==> src/rtl/wisc_pkg.sv <==
// Shared types and constants for the WISC-15 memory port arbiter.
package wisc_pkg;

  localparam int unsigned ADDR_W = 16;
  localparam int unsigned DATA_W = 16;

  typedef enum logic [1:0] {
    IDLE,
    BUSY_I,
    BUSY_D
  } arb_state_e;

  // Requester select
  localparam logic REQ_I = 1'b0;
  localparam logic REQ_D = 1'b1;

endpackage

==> src/rtl/mem_port_arbiter_if.sv <==
// Pipeline-side and memory-side signals of the unified memory port.
interface mem_port_arbiter_if;
  import wisc_pkg::*;

  logic              i_req;
  logic [ADDR_W-1:0] i_addr;
  logic [DATA_W-1:0] i_rdata;
  logic              i_done;
  logic              d_req;
  logic              d_we;
  logic [ADDR_W-1:0] d_addr;
  logic [DATA_W-1:0] d_wdata;
  logic [DATA_W-1:0] d_rdata;
  logic              d_done;
  logic              if_stall;
  logic              mem_stall;
  logic              mem_en;
  logic              mem_we;
  logic [ADDR_W-1:0] mem_addr;
  logic [DATA_W-1:0] mem_wdata;
  logic [DATA_W-1:0] mem_rdata;
  logic              mem_rdy;
  logic              to_err;

  // Arbiter side
  modport slave (
    input  i_req, i_addr, d_req, d_we, d_addr, d_wdata, mem_rdata, mem_rdy,
    output i_rdata, i_done, d_rdata, d_done, if_stall, mem_stall,
           mem_en, mem_we, mem_addr, mem_wdata, to_err
  );

  // Pipeline plus memory side
  modport master (
    output i_req, i_addr, d_req, d_we, d_addr, d_wdata, mem_rdata, mem_rdy,
    input  i_rdata, i_done, d_rdata, d_done, if_stall, mem_stall,
           mem_en, mem_we, mem_addr, mem_wdata, to_err
  );

endinterface

==> src/rtl/arb_watchdog.sv <==
// Watchdog for a memory that never raises mem_rdy: counts stalled BUSY cycles,
// pulses expire at TIMEOUT and latches a sticky error.
module arb_watchdog #(
  parameter int unsigned TIMEOUT = 255,
  parameter int unsigned TO_W    = 8
) (
  input  logic clk,
  input  logic rst_n,
  input  logic clear,
  input  logic count_en,
  output logic expire,
  output logic to_err
);

  logic [TO_W-1:0] cnt_q, cnt_d;
  logic            to_err_q;

  // Expire in the cycle whose count would reach TIMEOUT
  always_comb begin
    expire = count_en & (cnt_q == TO_W'(TIMEOUT - 1));
    cnt_d  = cnt_q;
    if (clear) begin
      cnt_d = '0;
    end else if (count_en) begin
      cnt_d = cnt_q + TO_W'(1);
    end
  end

  // Counter and sticky error flag
  always_ff @(posedge clk or negedge rst_n) begin
    if (!rst_n) begin
      cnt_q    <= '0;
      to_err_q <= 1'b0;
    end else begin
      cnt_q    <= cnt_d;
      to_err_q <= to_err_q | expire;
    end
  end

  assign to_err = to_err_q;

endmodule

==> src/rtl/mem_port_arbiter.sv <==
// Arbitrates the single memory port between fetch (IF) and load/store (MEM),
// data first, one access at a time, with a watchdog on the memory response.
module mem_port_arbiter
  import wisc_pkg::*;
#(
  parameter int unsigned TIMEOUT = 255,
  parameter int unsigned TO_W    = 8
) (
  input logic               clk,
  input logic               rst_n,
  mem_port_arbiter_if.slave bus
);

  arb_state_e        state_q, state_d;
  logic              i_elig, d_elig, grant, gnt_sel, busy, finish, expire, wd_err;
  logic              mem_en_q, mem_we_q, i_done_q, d_done_q;
  logic [ADDR_W-1:0] mem_addr_q;
  logic [DATA_W-1:0] mem_wdata_q, i_rdata_q, d_rdata_q;

  // State register
  always_ff @(posedge clk or negedge rst_n) begin
    if (!rst_n) begin
      state_q <= IDLE;
    end else begin
      state_q <= state_d;
    end
  end

  // Next state: grant from IDLE, return on response or watchdog expiry
  always_comb begin
    state_d = state_q;
    unique case (state_q)
      IDLE: begin
        if (d_elig) begin
          state_d = BUSY_D;
        end else if (i_elig) begin
          state_d = BUSY_I;
        end
      end
      BUSY_I, BUSY_D: begin
        if (bus.mem_rdy || expire) begin
          state_d = IDLE;
        end
      end
      default: state_d = IDLE;
    endcase
  end

  // Decoded controls and stalls; a requester in its done cycle is not eligible
  always_comb begin
    i_elig        = bus.i_req & ~i_done_q;
    d_elig        = bus.d_req & ~d_done_q;
    busy          = (state_q != IDLE);
    grant         = (state_q == IDLE) & (d_elig | i_elig);
    gnt_sel       = d_elig ? REQ_D : REQ_I;
    finish        = busy & (bus.mem_rdy | expire);
    bus.if_stall  = i_elig;
    bus.mem_stall = d_elig;
  end

  // Memory request registers, done pulses and read data capture
  always_ff @(posedge clk or negedge rst_n) begin
    if (!rst_n) begin
      mem_en_q    <= 1'b0;
      mem_we_q    <= 1'b0;
      mem_addr_q  <= '0;
      mem_wdata_q <= '0;
      i_done_q    <= 1'b0;
      d_done_q    <= 1'b0;
      i_rdata_q   <= '0;
      d_rdata_q   <= '0;
    end else begin
      mem_en_q <= grant;
      i_done_q <= finish & (state_q == BUSY_I);
      d_done_q <= finish & (state_q == BUSY_D);
      if (grant) begin
        if (gnt_sel == REQ_D) begin
          mem_addr_q  <= bus.d_addr;
          mem_we_q    <= bus.d_we;
          mem_wdata_q <= bus.d_wdata;
        end else begin
          mem_addr_q  <= bus.i_addr;
          mem_we_q    <= 1'b0;
          mem_wdata_q <= '0;
        end
      end
      // An aborted access returns zero; a completed store leaves d_rdata alone
      if (finish && state_q == BUSY_I) begin
        i_rdata_q <= bus.mem_rdy ? bus.mem_rdata : '0;
      end
      if (finish && state_q == BUSY_D && !(bus.mem_rdy && mem_we_q)) begin
        d_rdata_q <= bus.mem_rdy ? bus.mem_rdata : '0;
      end
    end
  end

  arb_watchdog #(
    .TIMEOUT (TIMEOUT),
    .TO_W    (TO_W)
  ) u_watchdog (
    .clk      (clk),
    .rst_n    (rst_n),
    .clear    (grant),
    .count_en (busy & ~bus.mem_rdy),
    .expire   (expire),
    .to_err   (wd_err)
  );

  assign bus.mem_en    = mem_en_q;
  assign bus.mem_we    = mem_we_q;
  assign bus.mem_addr  = mem_addr_q;
  assign bus.mem_wdata = mem_wdata_q;
  assign bus.i_done    = i_done_q;
  assign bus.d_done    = d_done_q;
  assign bus.i_rdata   = i_rdata_q;
  assign bus.d_rdata   = d_rdata_q;
  assign bus.to_err    = wd_err;

endmodule

==> src/flat_wrapper.sv <==
// flat-port wrapper written by rule: the top's interface ports become plain ports
module mem_port_arbiter_flat import wisc_pkg::*;
#(
  parameter int unsigned TIMEOUT = 255,
  parameter int unsigned TO_W    = 8
)
  (clk, rst_n, bus_i_req, bus_i_addr, bus_d_req, bus_d_we, bus_d_addr, bus_d_wdata, bus_mem_rdata, bus_mem_rdy, bus_i_rdata, bus_i_done, bus_d_rdata, bus_d_done, bus_if_stall, bus_mem_stall, bus_mem_en, bus_mem_we, bus_mem_addr, bus_mem_wdata, bus_to_err);
  mem_port_arbiter_if bus_i ();
  input logic clk;
  input logic rst_n;
  input wire logic [$bits(bus_i.i_req)-1:0] bus_i_req;
  input wire logic [$bits(bus_i.i_addr)-1:0] bus_i_addr;
  input wire logic [$bits(bus_i.d_req)-1:0] bus_d_req;
  input wire logic [$bits(bus_i.d_we)-1:0] bus_d_we;
  input wire logic [$bits(bus_i.d_addr)-1:0] bus_d_addr;
  input wire logic [$bits(bus_i.d_wdata)-1:0] bus_d_wdata;
  input wire logic [$bits(bus_i.mem_rdata)-1:0] bus_mem_rdata;
  input wire logic [$bits(bus_i.mem_rdy)-1:0] bus_mem_rdy;
  output wire logic [$bits(bus_i.i_rdata)-1:0] bus_i_rdata;
  output wire logic [$bits(bus_i.i_done)-1:0] bus_i_done;
  output wire logic [$bits(bus_i.d_rdata)-1:0] bus_d_rdata;
  output wire logic [$bits(bus_i.d_done)-1:0] bus_d_done;
  output wire logic [$bits(bus_i.if_stall)-1:0] bus_if_stall;
  output wire logic [$bits(bus_i.mem_stall)-1:0] bus_mem_stall;
  output wire logic [$bits(bus_i.mem_en)-1:0] bus_mem_en;
  output wire logic [$bits(bus_i.mem_we)-1:0] bus_mem_we;
  output wire logic [$bits(bus_i.mem_addr)-1:0] bus_mem_addr;
  output wire logic [$bits(bus_i.mem_wdata)-1:0] bus_mem_wdata;
  output wire logic [$bits(bus_i.to_err)-1:0] bus_to_err;
  assign bus_i.i_req = bus_i_req;
  assign bus_i.i_addr = bus_i_addr;
  assign bus_i.d_req = bus_d_req;
  assign bus_i.d_we = bus_d_we;
  assign bus_i.d_addr = bus_d_addr;
  assign bus_i.d_wdata = bus_d_wdata;
  assign bus_i.mem_rdata = bus_mem_rdata;
  assign bus_i.mem_rdy = bus_mem_rdy;
  assign bus_i_rdata = bus_i.i_rdata;
  assign bus_i_done = bus_i.i_done;
  assign bus_d_rdata = bus_i.d_rdata;
  assign bus_d_done = bus_i.d_done;
  assign bus_if_stall = bus_i.if_stall;
  assign bus_mem_stall = bus_i.mem_stall;
  assign bus_mem_en = bus_i.mem_en;
  assign bus_mem_we = bus_i.mem_we;
  assign bus_mem_addr = bus_i.mem_addr;
  assign bus_mem_wdata = bus_i.mem_wdata;
  assign bus_to_err = bus_i.to_err;
  mem_port_arbiter #(.TIMEOUT(TIMEOUT), .TO_W(TO_W)) u_core (.clk(clk), .rst_n(rst_n), .bus(bus_i));
endmodule
==> config.mk <==
export PLATFORM = sky130hd
export DESIGN_NAME = mem_port_arbiter_flat
export DESIGN_NICKNAME = d
export VERILOG_FILES = /design/src/rtl/wisc_pkg.sv /design/src/rtl/mem_port_arbiter_if.sv /design/src/rtl/arb_watchdog.sv /design/src/rtl/mem_port_arbiter.sv /design/src/flat_wrapper.sv
export SDC_FILE = /design/constraint.sdc
export NUM_CORES = 1
export LEC_CHECK = 0
export ABC_CLOCK_PERIOD_IN_PS = 2400
export BUFFER_PORTS_ARGS = -buffer_cell sky130_fd_sc_hd__buf_2
export CAP_MARGIN = 20
export CORE_UTILIZATION = 45
export DETAILED_ROUTE_END_ITERATION = 8
export GPL_TIMING_DRIVEN = 0
export PLACE_DENSITY = 0.83
export SYNTH_ARGS = -nofsm -noshare
export SYNTH_HDL_FRONTEND = slang
export SYNTH_SLANG_ARGS = --single-unit
==> constraint.sdc <==
create_clock -name clk -period 2.4 [get_ports clk]
set_input_delay 0.12 -clock clk [delete_from_list [all_inputs] [get_ports clk]]
set_output_delay 0.12 -clock clk [all_outputs]
set_load 0.1 [all_outputs]
# Word-level counts from Yosys, hierarchy flattened
# Index checks and enable logic that the tools add are counted.
[op_classes] bitwise_logic=14 add_sub_neg=1 n_eq_ne=5 n_reduce_logical=11 mux=11
[op_table] operator="2-to-1 mux 16 bit" count=3
[op_table] operator="2-to-1 mux 8 bit" count=2
[op_table] operator="adder 8 x 1 -> 8 bit (second input constant)" count=1
[op_table] operator="AND 1 bit" count=8
[op_table] operator="== test 8 bit (second input constant)" count=1
[op_table] operator="2-to-1 mux 2 bit" count=3
[op_table] operator="logical AND 1 bit" count=4
[op_table] operator="one-hot mux 2 bit (2 select lines)" count=1
[op_table] operator="nonzero test 2 bit" count=2
[op_table] operator="!= test 3 bit (second input constant)" count=1
[op_table] operator="inverter 1 bit" count=3
[op_table] operator="OR 1 bit" count=3
[op_table] operator="== test 2 x 1 -> 1 bit (second input constant)" count=1
[op_table] operator="== test 2 bit (second input constant)" count=1
[op_table] operator="logical NOT 2 bit" count=1
[op_table] operator="2-to-1 mux 1 bit" count=2
[op_table] operator="!= test 2 x 1 -> 1 bit (second input constant)" count=1
[op_table] operator="AND reduction 2 bit" count=1
[op_table] operator="OR reduction 2 bit" count=1
[op_table] operator="logical NOT 1 bit" count=1
[op_table] operator="logical OR 1 bit" count=1
[totals] ff_bits=79 in_bits=70 elab_cells=53

# Logic depth before layout (Yosys ltp)
# Gate-level depths: netlist of run 1.
[logic_depth] word_depth=7 depth_mapped=9 ltp_nobuf=6

# By module
# From an unflattened synthesis of run 1, not the netlist that was laid out.
[unflattened] cells_unflattened=245 area_unflattened_um2=3533.4
[by_module_without_submodules] mod="mem_port_arbiter" area_per_inst_um2=3090.5 seq_area_each_um2=1751.7 instances=1 cells_per_inst=202
[by_module_without_submodules] mod="arb_watchdog" area_per_inst_um2=442.9 seq_area_each_um2=225.2 instances=1 cells_per_inst=43

# Worst setup path before layout of run 1
# Ideal clock, no wire load.
[synth_path] kind="flip-flop to flip-flop" start="reg u_core.i_done_q (netlist: u_core.bus.i_done)" end="reg u_core.mem_we_q (netlist: u_core.bus.mem_we)" path_stages_with_launch=5 path_slack_ps=-814 t_arrival_ps=3092 setup_time_ps=122 path_buffers=1 required_ps=2278 path_cell_list="dfrtp_1 nor2b_1 o21ai_2 clkbuf_1 a22o_1"
[synth_via] elab_chain_len=4
[synth_rtl] item="from (decl)" line_no="mem_port_arbiter.sv:16" rtl="logic mem_en_q, mem_we_q, i_done_q, d_done_q;"
[synth_rtl] item="from (signal assigned)" line_no="mem_port_arbiter.sv:74" rtl="i_done_q <= finish & (state_q == BUSY_I);"
[synth_rtl] item="inverter 1 bit" line_no="mem_port_arbiter.sv:51" rtl="i_elig = bus.i_req & ~i_done_q;"
[synth_rtl] item="AND 1 bit" line_no="mem_port_arbiter.sv:51"
[synth_rtl] item="via bus_if_stall" line_no="flat_wrapper.sv:23" rtl="output wire logic [$bits(bus_i.if_stall)-1:0] bus_if_stall;"
[synth_rtl] item="OR 1 bit" line_no="mem_port_arbiter.sv:54" rtl="grant = (state_q == IDLE) & (d_elig | i_elig);"
[synth_rtl] item="AND 1 bit" line_no="mem_port_arbiter.sv:54"
[synth_rtl] item="to (signal assigned)" line_no="mem_port_arbiter.sv:79" rtl="mem_we_q <= bus.d_we;"
[synth_rtl] item="to (decl)" line_no="mem_port_arbiter.sv:16"
# The timed path passes the listed nets, and every way through them passes these cells.
# A chain may end at the register's enable or synchronous reset.

# Worst setup path after layout of run 1
[layout_path] start="reg u_core.state_q[0]" end="reg u_core.d_rdata_q[11] (netlist: u_core.bus.d_rdata[11])"
[layout_via] elab_chain_len=7 elab_cells_between_ends=8
[layout_rtl] item="from (decl)" line_no="mem_port_arbiter.sv:14" rtl="arb_state_e state_q, state_d;"
[layout_rtl] item="from (signal assigned)" line_no="mem_port_arbiter.sv:25" rtl="state_q <= state_d;"
[layout_rtl] item="nonzero test 2 bit" line_no="mem_port_arbiter.sv:53" rtl="busy = (state_q != IDLE);"
[layout_rtl] item="AND 1 bit" line_no="mem_port_arbiter.sv:104" rtl=".count_en (busy & ~bus.mem_rdy),"
[layout_rtl] item="AND 1 bit" line_no="arb_watchdog.sv:20" rtl="expire = count_en & (cnt_q == TO_W'(TIMEOUT - 1));"
[layout_rtl] item="OR 1 bit" line_no="mem_port_arbiter.sv:56" rtl="finish = busy & (bus.mem_rdy | expire);"
[layout_rtl] item="AND 1 bit" line_no="mem_port_arbiter.sv:56"
[layout_rtl] item="logical AND 1 bit * (2 in a row)" line_no="mem_port_arbiter.sv:91" rtl="if (finish && state_q == BUSY_D && !(bus.mem_rdy && mem_we_q)) begin"
[layout_rtl] item="to (signal assigned)" line_no="mem_port_arbiter.sv:92" rtl="d_rdata_q <= bus.mem_rdy ? bus.mem_rdata : '0;"
[layout_rtl] item="to (decl)" line_no="mem_port_arbiter.sv:18" rtl="logic [DATA_W-1:0] mem_wdata_q, i_rdata_q, d_rdata_q;"
# Mark *: on every way between the ends. The rest lies on a longest branch, timed or not.

==> metrics.txt, run 1 <==
Multi-input gate area 0.001137 mm²; routed wire length 8691 µm; Critical Path RT 2.62 ns; sequential area share after synthesis 0.6124; Num CTS Buffers 9; CP max FO 10; fmax 496.9 MHz; Clock Sink Count 79; post-CTS setup buffer count 0; largest net degree at the start of global routing 54; launch point of the worst path u_core.state_q[0]; Post-Synthesis Cells 254; CP endpoint kind flop; Clock Skew 0.009498 ns; vias in the first global route 2824; HP Start bus_mem_rdata[11]; DR vias 2770; synthesized area per cell 12.71 µm²; sequential cell area 0.001978 mm²; Final GP Congestion 0.7360; IO Pins 141; Clock Path Buffers 2; Setup WS pre-CTS 0.3930 ns; die width 86.70 µm; CTS tree yes; Slew Viols, Final 0; main flop type after synthesis dfrtp_1; Least-Margin Pin Slew 0.5382 ns; Ant. Diodes 0; Starting DRT DRC Count 96; Resized Gates After CTS 0; hold buffer count at CTS 22; num rows 30; # DRC 0; setup tns final 0 ns; Slew HR 0.6399; drt pass-1 iters 4; Hold Path Class input port to flop; detailed placer's ending HPWL 5689 µm; Ys Warns 0; fin crit share 0.8385; worst-path cell chain inv_1, ha_1, buf_6, or2_1, buf_6, nor3_4, a31oi_4, buf_6, a22o_1; share of layout cells above drive strength 1 0.4273; Cell variety after synth 33; total global routing overflow 0; WHS 0.01987 ns; startpoint types flop; global-route wire length before repair 13730 µm; Area Growth Syn to Fin 41.09%; H-tree depth 3; Post-synth EDFFs 0; die height 86.70 µm; Final ANT Viol Nets 0; die area 0.007516 mm²; worst skew pair latency 0.34 ns; DR WL/cell 16.43 µm; synthesis-stage register bit count 79; core area 0.006869 mm²; initial core utilization 0.4699; Netlist Area Pre-Place 0.003228 mm²; WS Path Type flop to flop; arrival time worst endpoint 2.24 ns; vias per inst 5.236; root buf cell clkbuf_8; fin worst setup slack 0.3875 ns; final hold violations 0; min Tclk post-route 2.012 ns; slowest stage cell, crit path dfrtp_1; hold path depth 2; nets 503; Worst R2R Start u_core.state_q[0]; filler cell count 516; critical path's most frequent cell buf_6; clk slew on worst S/H paths 0.08 ns; All-Layer GR Usage 0.2423; max_cap viols 0; Async S/R FF share, synth 1.000; Reg2Reg Depth 9; Largest stage delay, worst path 0.38 ns; status complete, no violations; # setup viols final 0; final core occ 0.6630; port bufs 140; RSZ-0062 raised after global routing false; syn nets 329; initial antenna violation count 0
## cell usage after synthesis (3+ instances only)
cell type	instances	share of area
mux2i_1	17	0.053
ha_1	5	0.019
o21ai_0	20	0.031
inv_1	8	0.0093
a22o_1	43	0.12
nand2_1	22	0.026
nand3_1	5	0.0078
dfrtp_1	79	0.61
nor2_1	8	0.0093
a22o_2	6	0.019
buf_6	3	0.010
clkbuf_1	5	0.0058
buf_2	7	0.011
## final timing paths
| path | slack [ns] | endpoint |
|---|---|---|
| min in group asynchronous | 0.26 | u_core.bus.mem_addr[4] |
| max reg2reg | 0.39 | u_core.bus.d_rdata[11] |
| min reg2reg | 0.48 | u_core.u_watchdog.cnt_q[7] |
| max in group asynchronous | 1.56 | u_core.bus.d_done |
| max | 0.39 | u_core.bus.d_rdata[11] |
| min | 0.02 | u_core.bus.i_rdata[11] |
## cells in the final DEF, fill, tap and decap left out, types with 2 or more instances in the layout
master         count
a21oi_1            2
a22o_1            43
a22o_2             6
and4bb_2           2
buf_2            146
buf_6              3
bufinv_16          3
clkbuf_1           6
clkbuf_8           9
clkinvlp_4         2
dfrtp_1           78
dlygate4sd3_1     22
ha_1               5
inv_1              7
inv_6              2
mux2i_1           17
nand2_1           22
nand3_1            5
nor2_1             8
o21ai_0           20
o21ai_2            2
xnor2_1            2
xor2_1             2
## flip-flops by register name (all words and copies together) (netlist names)
| signal | cells |
|---|---|
| u_core.state_q | 2 |
| u_core.bus.mem_en | 1 |
| u_core.bus.i_done | 1 |
| u_core.bus.d_rdata | 16 |
| u_core.u_watchdog.cnt_q | 8 |
| u_core.bus.mem_wdata | 16 |
| u_core.u_watchdog.to_err | 1 |
| u_core.bus.mem_we | 1 |
| u_core.bus.mem_addr | 16 |
| u_core.bus.i_rdata | 16 |
| u_core.bus.d_done | 1 |
## cells by family after synthesis
family	count (synthesis)	share of synthesized area
buffers and inverters	24	0.03759
AO/OA/AOI/OAI	77	0.1888
flip-flops	79	0.6124
multiplexers	17	0.05271
adder cells (fa/ha/maj)	5	0.01938
XOR/XNOR	4	0.01085
AND/OR/NAND/NOR	48	0.07830
## through the flow
stage | instances | cell area, µm²
2_1_floorplan | 254 | 3241
3_3_place_gp | 490 | 4061
3_5_place_dp | 491 | 4091
4_1_cts | 529 | 4554
5_1_grt | 529 | 4554
6_report | 529 | 4554
## worst max-delay path: cells and delay by family (launching register included)
family                   cells  cell delay (ns)
flip-flops                   1             0.38
buffers and inverters        4             0.52
AND/OR/NAND/NOR              2             0.42
AO/OA/AOI/OAI                2             0.36
adder cells (fa/ha/maj)      1             0.21
## final cells by class
cell class                      count  share of cell area
Buffer                             16             0.02005
Clock buffer                       10             0.02802
Clock inverter                      6             0.02527
Inverter                            8            0.007418
Multi-Input combinational cell    151              0.2497
Sequential cell                    79              0.4343
Tap cell                           96             0.02637
Timing Repair Buffer              163              0.2088
## per-layer routing
layer  share of wire  global-route usage  wire (µm)
met3           0.065             0.04952        562
met5               0                   0          0
met2            0.51              0.4048       4427
met1            0.41              0.3024       3553
met4           0.017              0.1152        147
Power of run 1 is not shown: default switching activity piles up to over one toggle a cycle in this logic, so the estimate is an artifact.
==> inputs of run 2 (changes only) <==
--- a/config.mk
+++ b/config.mk
@@ -5,13 +5,14 @@
 export SDC_FILE = /design/constraint.sdc
 export NUM_CORES = 1
 export LEC_CHECK = 0
-export ABC_CLOCK_PERIOD_IN_PS = 2400
+export ABC_AREA = 1
+export ABC_CLOCK_PERIOD_IN_PS = 2100
 export BUFFER_PORTS_ARGS = -buffer_cell sky130_fd_sc_hd__buf_2
 export CAP_MARGIN = 20
 export CORE_UTILIZATION = 45
 export DETAILED_ROUTE_END_ITERATION = 8
 export GPL_TIMING_DRIVEN = 0
-export PLACE_DENSITY = 0.83
+export PLACE_DENSITY = 0.82
 export SYNTH_ARGS = -nofsm -noshare
 export SYNTH_HDL_FRONTEND = slang
 export SYNTH_SLANG_ARGS = --single-unit
==> constraint.sdc (replaced) <==
create_clock -name clk -period 2.1 [get_ports clk]
set_input_delay 0.105 -clock clk [delete_from_list [all_inputs] [get_ports clk]]
set_output_delay 0.105 -clock clk [all_outputs]
set_load 0.1 [all_outputs]
==> metrics.txt, run 2 <==
Clock Skew 0.008131 ns (-0.001366 ns); worst-path cell chain inv_1, ha_1, o21ai_2, clkinv_1, clkbuf_1, nor2_1, a31oi_1; vias in the first global route 3264 (+16%); post-CTS setup buffer count 0 (unchanged); nets 627 (+25%); final instance count without filler cells 656 (+24%); WS Path Type flop to flop; Post-synth EDFFs 0 (unchanged); synthesis-stage register bit count 79 (unchanged); initial core utilization 0.4768 (+0.006832); syn nets 456 (+39%); clk slew on worst S/H paths 0.08 ns (about the same); leading cell type in the layout, fill and taps excluded buf_2; cell taking the most area after synthesis dfrtp_1; Netlist Area Pre-Place 0.003532 mm² (+9.4%); fin crit share 0.9013 (+0.06278); setup tns final 0 ns (unchanged); die area 0.008207 mm² (+9.2%); Clock Path Buffers 2 (unchanged); largest net degree at the start of global routing 46 (-15%); share of layout cells above drive strength 1 0.3429 (-0.08434); root buf cell clkbuf_8; DR WL/cell 13.82 µm (-16%); Post-Synthesis Cells 381 (+50%); Num CTS Buffers 9 (unchanged); Area Growth Syn to Fin 36.66%; detailed placer's ending HPWL 6606 µm (+16%); # DRC 0 (unchanged); max_cap viols 0 (unchanged); Largest stage delay, worst path 0.41 ns (+0.03 ns); core area 0.007408 mm² (+7.9%); main flop type after synthesis dfrtp_1; Hold Path Class input port to flop; Async S/R FF share, synth 1.000 (unchanged); filler cell count 616 (+19%); Least-Margin Pin Slew 0.5271 ns (-0.01109 ns); CP endpoint kind flop; Final GP Congestion 0.8663 (+18%); synthesized area per cell 9.271 µm² (-27%); Cell variety after synth 25 (-24%); most common cell in the netlist nand2_1; H-tree depth 3 (unchanged); total global routing overflow 0 (unchanged); num rows 31 (+3.3%); final core occ 0.6516 (-0.01144); Clock Sink Count 79 (unchanged); initial antenna violation count 0 (unchanged); drt pass-1 iters 4 (unchanged); slowest stage cell, crit path dfrtp_1; Slew Viols, Final 0 (unchanged); Ant. Diodes 0 (unchanged); Critical Path RT 2.35 ns (-0.27 ns); worst skew pair latency 0.34 ns (about the same); Ys Warns 0 (unchanged); Setup WS pre-CTS 0.2240 ns (-0.1690 ns); routed wire length 9068 µm (+4.3%); vias per inst 4.998 (-4.5%); min Tclk post-route 1.893 ns (-0.1197 ns); global-route wire length before repair 15190 µm (+11%); # setup viols final 0 (unchanged); All-Layer GR Usage 0.2382 (-0.004076); fin worst setup slack 0.2073 ns (-0.1803 ns); Slew HR 0.6486 (+0.008719); Synth area leaders dfrtp_1, nand2_1, a22o_1; final hold violations 0 (unchanged); port bufs 139 (-0.71%); placed insts 620 (+26%); most frequent cells after synthesis nand2_1, dfrtp_1, inv_1; Starting DRT DRC Count 119 (+24%); status complete, no violations; IO Pins 141 (unchanged); sequential area share after synthesis 0.5597 (-0.05271); CTS tree yes; die width 90.60 µm (+4.5%); CP max FO 10 (unchanged); share of the synthesized area in the top cell type 0.5597 (-0.05271); arrival time worst endpoint 2.14 ns (-0.10 ns); DR vias 3279 (+18%); Final ANT Viol Nets 0 (unchanged); RSZ-0062 raised after global routing false; fmax 528.3 MHz (+6.3%); most frequent cells in the layout buf_2, nand2_1, dfrtp_1; startpoint types flop; die height 90.60 µm (+4.5%)
-- run 2: layout make-up --
class / count / area (µm²) / area share
well taps: 99 / 123.9 / 0.02566
flip-flops and latches: 79 / 1978 / 0.4098
repair buffers: 160 / 928.4 / 0.1923
inverters: 37 / 138.9 / 0.02877
clock inverters: 5 / 78.83 / 0.01633
multi-input cells: 246 / 1318 / 0.2729
clock buffers: 11 / 151.4 / 0.03136
plain buffers: 19 / 110.1 / 0.02281
-- run 2: cells by family (layout without fill, tap and decap cells) --
| group | Yosys count | count (layout) | share of synthesized area |
|---|---|---|---|
| adder cells (fa/ha/maj) | 5 | 5 | 0.01771 |
| flip-flops | 79 | 79 | 0.5597 |
| AO/OA/AOI/OAI | 58 | 58 | 0.1272 |
| XOR/XNOR | 3 | 3 | 0.007440 |
| AND/OR/NAND/NOR | 180 | 180 | 0.2179 |
| buffers and inverters | 56 | 232 | 0.07014 |
-- run 2: per-layer routing --
layer,vias up,GRT usage,share of wire
met5,-,0,0
met3,16,0.05640,0.071
met1,1512,0.2930,0.42
li1,1596,-,-
met2,155,0.4047,0.49
met4,0,0.09140,0.021
-- run 2: final timing paths --
| kind | slack [ns] | start | to | cells after the start |
|---|---|---|---|---|
| setup / recovery | 0.21 | u_core.state_q[0] | u_core.bus.mem_addr[13] | 7 |
| hold / removal | 0.01 | bus_d_wdata[4] | u_core.bus.mem_wdata[4] | 2 |
| setup reg to reg | 0.21 | u_core.state_q[0] | u_core.bus.mem_addr[13] | 7 |
| hold reg to reg | 0.47 | u_core.bus.d_rdata[10] | u_core.bus.d_rdata[10] | 2 |
| max in group asynchronous | 1.27 | rst_n | u_core.u_watchdog.cnt_q[4] | 3 |
| min in group asynchronous | 0.26 | rst_n | u_core.bus.d_rdata[3] | 2 |
-- run 2: what timing repair did --
item	4_1_cts	5_1_grt
gates resized for setup	1	1
hold endpoints to repair	52	0
endpoints found under the setup margin	1	1
hold buffers	20	0
-- run 2: critical path: cells and delay by family, from the launching register on --
| family | cells | cell delay (ns) |
|---|---|---|
| buffers and inverters | 3 | 0.62 |
| DFF | 1 | 0.41 |
| AOI/OAI and AO/OA | 2 | 0.34 |
| adders and majority gates | 1 | 0.33 |
| and+or+nand+nor | 1 | 0.11 |
-- run 2: stage by stage --
step / hold WS (ns) / cell area [µm²]
6_report: 0.01315 / 4827
4_1_cts: 0.001104 / 4825
3_5_place_dp: 0.09206 / 4392
3_3_place_gp: 0.3295 / 4362
2_1_floorplan: -0.1906 / 3542
5_1_grt: 0.005179 / 4827
Power of run 2 is left out for the same reason.
